File: src/rtl/noise_mixer.sv
// noise_mixer: centres a raw LFSR noise word, attenuates it by an arithmetic
// shift and adds it to a clean signed sample with saturation. The result is
// presented over a valid/ready handshake. A one-cycle o_noise_req pulse
// follows each accepted sample so the LFSR advances once per consumed word.
//
// Optional build macro NOISE_MIXER_SAT_CNT_EN enables the saturation event
// counter on o_sat_cnt. Without it, o_sat_cnt is tied to zero.
module noise_mixer #(
  parameter int unsigned DATA_WIDTH  = 24,
  parameter int unsigned NOISE_WIDTH = 24
) (
  input  logic                  i_clk,
  input  logic                  i_rst,
  input  logic [DATA_WIDTH-1:0] i_sig,
  input  logic                  i_sig_valid,
  output logic                  o_sig_ready,
  input  logic [NOISE_WIDTH-1:0] i_noise,
  input  logic [1:0]            i_noise_sel,
  input  logic [3:0]            i_shift,
  output logic                  o_noise_req,
  output logic [DATA_WIDTH-1:0] o_sample,
  output logic                  o_valid,
  input  logic                  i_ready,
  output logic [15:0]           o_sat_cnt
);

  // Noise and sum arithmetic are carried one bit wider than the sample so the
  // signed sum never wraps before the clamp decision.
  localparam int unsigned SumWidth = DATA_WIDTH + 1;

  localparam logic [NOISE_WIDTH-1:0] MaskFull = '1;
  localparam logic [NOISE_WIDTH-1:0] Mask12   = NOISE_WIDTH'(12'hfff);
  localparam logic [NOISE_WIDTH-1:0] Mask16   = NOISE_WIDTH'(16'hffff);
  localparam logic [NOISE_WIDTH-1:0] Mask18   = NOISE_WIDTH'(18'h3ffff);

  localparam logic [SumWidth-1:0] One      = SumWidth'(1);
  localparam logic [SumWidth-1:0] HalfFull = One << (NOISE_WIDTH - 1);
  localparam logic [SumWidth-1:0] Half12   = One << 11;
  localparam logic [SumWidth-1:0] Half16   = One << 15;
  localparam logic [SumWidth-1:0] Half18   = One << 17;

  localparam logic [DATA_WIDTH-1:0] MaxPos = {1'b0, {(DATA_WIDTH-1){1'b1}}};
  localparam logic [DATA_WIDTH-1:0] MinNeg = {1'b1, {(DATA_WIDTH-1){1'b0}}};

  // Narrow noise modes need at least 18 bits of raw noise, and the centred
  // noise must fit the widened sum.
  if (NOISE_WIDTH < 18 || NOISE_WIDTH > DATA_WIDTH) begin : gen_bad_width
    $error("noise_mixer: NOISE_WIDTH must be within 18..DATA_WIDTH");
  end

  // Handshake
  logic adv;
  logic accept;

  // Stage 1
  logic                       s1_valid;
  logic [DATA_WIDTH-1:0]      s1_sig;
  logic signed [SumWidth-1:0] s1_noise;

  // Stage 2 (output register)
  logic                  out_valid;
  logic [DATA_WIDTH-1:0] out_sample;
  logic                  noise_req;

  // Noise conditioning
  logic [NOISE_WIDTH-1:0]     noise_mask;
  logic signed [SumWidth-1:0] noise_half;
  logic signed [SumWidth-1:0] noise_ext;
  logic signed [SumWidth-1:0] noise_c;
  logic signed [SumWidth-1:0] noise_s;

  // Saturating add
  logic signed [SumWidth-1:0] sum;
  logic                       pos_sat;
  logic                       neg_sat;
  logic                       sat_flag;
  logic [DATA_WIDTH-1:0]      sum_clamped;

  // Both stages move together whenever the output slot is free or drained.
  assign adv         = ~out_valid | i_ready;
  assign accept      = i_sig_valid & adv;
  assign o_sig_ready = adv;

  // Select the active noise width and centre the word to zero mean, then attenuate.
  always_comb begin
    noise_mask = MaskFull;
    noise_half = HalfFull;
    unique case (i_noise_sel)
      2'd0: begin
        noise_mask = MaskFull;
        noise_half = HalfFull;
      end
      2'd1: begin
        noise_mask = Mask12;
        noise_half = Half12;
      end
      2'd2: begin
        noise_mask = Mask16;
        noise_half = Half16;
      end
      2'd3: begin
        noise_mask = Mask18;
        noise_half = Half18;
      end
      default: begin
        noise_mask = MaskFull;
        noise_half = HalfFull;
      end
    endcase
    noise_ext = signed'({{(SumWidth-NOISE_WIDTH){1'b0}}, i_noise & noise_mask});
    noise_c   = noise_ext - noise_half;
    noise_s   = noise_c >>> i_shift;
  end

  // Add the attenuated noise to the signal and clamp to the sample range.
  always_comb begin
    sum         = signed'({s1_sig[DATA_WIDTH-1], s1_sig}) + s1_noise;
    // Top two bits disagree only when the sum left the DATA_WIDTH range.
    pos_sat     = ~sum[SumWidth-1] & sum[SumWidth-2];
    neg_sat     = sum[SumWidth-1] & ~sum[SumWidth-2];
    sum_clamped = sum[DATA_WIDTH-1:0];
    if (pos_sat) begin
      sum_clamped = MaxPos;
    end else if (neg_sat) begin
      sum_clamped = MinNeg;
    end
    sat_flag = (pos_sat | neg_sat) & s1_valid;
  end

  // Stage 1: register signal and conditioned noise; inputs are only taken on accept.
  always_ff @(posedge i_clk or posedge i_rst) begin
    if (i_rst) begin
      s1_valid <= 1'b0;
      s1_sig   <= '0;
      s1_noise <= '0;
    end else if (adv) begin
      s1_valid <= i_sig_valid;
      if (accept) begin
        s1_sig   <= i_sig;
        s1_noise <= noise_s;
      end
    end
  end

  // Stage 2: output register; a bubble leaves the previous sample value in place.
  always_ff @(posedge i_clk or posedge i_rst) begin
    if (i_rst) begin
      out_valid  <= 1'b0;
      out_sample <= '0;
    end else if (adv) begin
      out_valid <= s1_valid;
      if (s1_valid) begin
        out_sample <= sum_clamped;
      end
    end
  end

  // LFSR advance request: one cycle after each accept, so each word is used once.
  always_ff @(posedge i_clk or posedge i_rst) begin
    if (i_rst) begin
      noise_req <= 1'b0;
    end else begin
      noise_req <= accept;
    end
  end

  assign o_valid     = out_valid;
  assign o_sample    = out_sample;
  assign o_noise_req = noise_req;

`ifdef NOISE_MIXER_SAT_CNT_EN
  logic [15:0] sat_cnt;

  // Count clamped samples as they enter the output register; stick at all-ones.
  always_ff @(posedge i_clk or posedge i_rst) begin
    if (i_rst) begin
      sat_cnt <= '0;
    end else if (adv && sat_flag && (sat_cnt != 16'hffff)) begin
      sat_cnt <= sat_cnt + 16'd1;
    end
  end

  assign o_sat_cnt = sat_cnt;
`else
  logic unused_sat_flag;
  assign unused_sat_flag = sat_flag;
  assign o_sat_cnt       = 16'd0;
`endif

endmodule

File: config.mk
export PLATFORM = sky130hd
export DESIGN_NAME = noise_mixer
export DESIGN_NICKNAME = d
export VERILOG_FILES = /design/src/rtl/noise_mixer.sv
export SDC_FILE = /design/constraint.sdc
export NUM_CORES = 1
export LEC_CHECK = 0
export BUFFER_PORTS_ARGS = -buffer_cell sky130_fd_sc_hd__clkbuf_2
export CORE_MARGIN = 5
export CORE_UTILIZATION = 30
export DETAILED_ROUTE_END_ITERATION = 10
export PLACE_DENSITY = 0.56
export SKIP_CTS_REPAIR_TIMING = 1
export SYNTH_ARGS = -nofsm -noshare
export SYNTH_HDL_FRONTEND = slang
export SYNTH_SLANG_ARGS = --single-unit
export TNS_END_PERCENT = 5
File: constraint.sdc
create_clock -name i_clk -period 7.5 [get_ports i_clk]
set_clock_uncertainty 0.05 [all_clocks]
set_input_delay 1.5 -clock i_clk [delete_from_list [all_inputs] [get_ports i_clk]]
set_output_delay 1.5 -clock i_clk [all_outputs]
set_load 0.05 [all_outputs]
==> metrics.cfg <==
[outcome]
status=completed

[critical_path]
regToRegSetupSlack_ns=3.91
crit_type=input pin to register
timing.rr.start=s1_sig[0]$_DFFE_PP0P_
crit_required_ns=7.69
critPathMaxFanout=7
critPathArrivalTime_ns=4.30
r2r-end=o_sample[11]$_DFFE_PP0P_
end_kind=register
ff2ff_path_depth=10
cp-start-kind=input pin

[grt]
grt_pass1_vias=5320
grt_util_met1=0.212
grt_usage=0.141
grt_max_degree=77
antenna_found_initial=0
use_met2=0.206
grt.busiest_layer=met1
use_met3=0.0263
grt_pass1_wl_um=27600
gr-total-overflow=0

[hold_path]
hold_depth=2
min_from=s1_valid$_DFFE_PP0N_
min_to=o_valid$_DFFE_PP0N_
hold_path.class=register to register

[placement]
dp_hpwl_um=12600
portBuffers=84
dpl_cell_area_um2=6700
place.gp.congestion=0.881
dp_worst_setup_slack_ns=3.08

[die]
io_pins=101
die_area_um2=23400
coreArea_um2=20200
start_util=0.304
die_w_um=153
die_h_um=153
rows=52

[sta]
fin_crit_ns=4.11
min_period_over_period=0.548
setup_ws_ns=3.39
max_freq_mhz=243
rsz0062_at_grt=no
worst_pin_slew_ns=0.960
setup_viol=0
tns_ns=0
slew_headroom=0.360
hold_viol=0
slew_violations=0

[logic_synthesis]
synth_warnings=0
synth_cells=776
synth-seq-area-share=0.310
ys_ff_latch=76
synth_area_per_cell_um2=7.91
synth_area_um2=6130
synth_ff_type=dfrtp_1
ys_types=78
synth_edf_count=0
async_flop_share=1.00

[power_and_ir_drop]
total_power_mw=2.24
p_per_area_nw_per_um2=318
p_leak_nw=3.35
peakVddDrop_v=0.000154

[cts]
clk_pin_slew_worst_paths_ns=0.06
clock_tree.root_cell=clkbuf_16
cts_buffer_depth=2
cts_tree=yes
cts_buffers=9
clkSinkCount=76
cts-htree-levels=3
clock_latency_ns=0.34

[cells_and_area]
drive_gt1_frac=0.159
final_cell_mix=nand2_1 (173), clkbuf_2 (84), dfrtp_1 (76), a21oi_1 (63), o21ai_0 (54)
area_growth_pct=14.7
mostFrequentLayoutCell=nand2_1
finalInstanceArea_um2=7040
nNetsFinal=926
fill_cells=2158
diodes=0

[routing]
wl_per_cell_um=14.9
firstDrtPassIters=4
first_iter_violations=402
drc=0
routed_wl_um=16500
avgViaCountPerCell=5.08
ant_nets=0
vias=5633

[flow_run]
drv_cap=0

## stage by stage
stage                util  instances  hold slack, ns
CTS                 0.349       1109           0.425
global route        0.349       1109           0.444
global placement    0.332       1093           0.402
detailed placement  0.332       1093           0.408
finish              0.349       1109           0.417
floorplan               -        791           0.386
## routing by layer
| layer | up-vias | part of all wire |
|---|---|---|
| li1 | 2873 | - |
| met1 | 2605 | 0.51 |
| met2 | 147 | 0.43 |
| met3 | 8 | 0.049 |
| met4 | 0 | 0.011 |
| met5 | - | 0 |
## state kept, by name, indices dropped and copies added (netlist names)
signal	flops
s1_noise	25
o_sample	24
s1_sig	24
o_noise_req	1
o_valid	1
s1_valid	1
## critical path, cell delays in order
cell,delay [ns]
clkbuf_2,0.10
inv_1,0.09
ha_1,0.24
and2b_1,0.20
ha_1,0.41
o21a_4,0.21
o21ai_2,0.08
a311oi_1,0.58
or2_1,0.24
mux4_2,0.27
mux2i_1,0.10
o311ai_1,0.28
## worst max path at each step
stage | start | end | slack (ns)
finish | i_noise_sel[1] | s1_noise[16]$_DFFE_PP0P_ | 3.39
global route | i_noise_sel[1] | s1_noise[16]$_DFFE_PP0P_ | 3.09
detailed placement | i_noise_sel[1] | s1_noise[16]$_DFFE_PP0P_ | 3.08
CTS | i_noise_sel[1] | s1_noise[16]$_DFFE_PP0P_ | 3.42
floorplan | i_noise_sel[1] | s1_noise[14]$_DFFE_PP0P_ | 3.41
global placement | i_noise_sel[1] | s1_noise[9]$_DFFE_PP0P_ | 3.13
## cell families (layout without fill, tap and decap cells)
| kind of cell | count (synthesis) | in the layout | synth area share |
|---|---|---|---|
| DFF | 76 | 76 | 0.310 |
| xor gates and xnor gates | 22 | 22 | 0.0326 |
| buffers and inverters | 79 | 127 | 0.0598 |
| and+or+nand+nor | 289 | 289 | 0.206 |
| muxes | 29 | 29 | 0.0545 |
| other | 1 | 16 | 0.000611 |
| AOI/OAI and AO/OA | 246 | 246 | 0.266 |
| adders and majority gates | 34 | 34 | 0.0706 |
## power breakdown
| part | switching [mW] | internal, mW | total (mW) |
|---|---|---|---|
| logic | 0.782 | 0.381 | 1.16 |
| registers | 0.0726 | 0.526 | 0.598 |
| clock network | 0.169 | 0.310 | 0.478 |
| total | 1.02 | 1.22 | 2.24 |
## cells in the mapped netlist, types with 8 or more instances
library cell / count / area, um2
a21oi_1: 63 / 315
nand3_1: 14 / 70.1
o31ai_1: 17 / 128
buf_4: 16 / 120
o21ai_0: 54 / 270
nor2_1: 45 / 169
clkbuf_1: 30 / 113
o211ai_1: 12 / 90.1
o21a_1: 11 / 82.6
mux2i_1: 21 / 210
a22oi_1: 8 / 60.1
nand2b_1: 11 / 68.8
nor3_1: 11 / 55.1
xnor2_1: 16 / 140
a211oi_1: 9 / 67.6
a21o_1: 14 / 105
ha_1: 33 / 413
nand2_1: 173 / 649
dfrtp_1: 76 / 1900
inv_1: 22 / 82.6
## layout make-up
cell class	instances	area, um2	share of cell area
well taps	270	338	0.0480
flip-flops and latches	76	1900	0.270
multi-input cells	636	3920	0.557
clock buffers	11	253	0.0359
repair buffers	89	458	0.0651
clock inverters	5	83.8	0.0119
inverters	22	82.6	0.0117
Power figures use the tool's default switching activity.
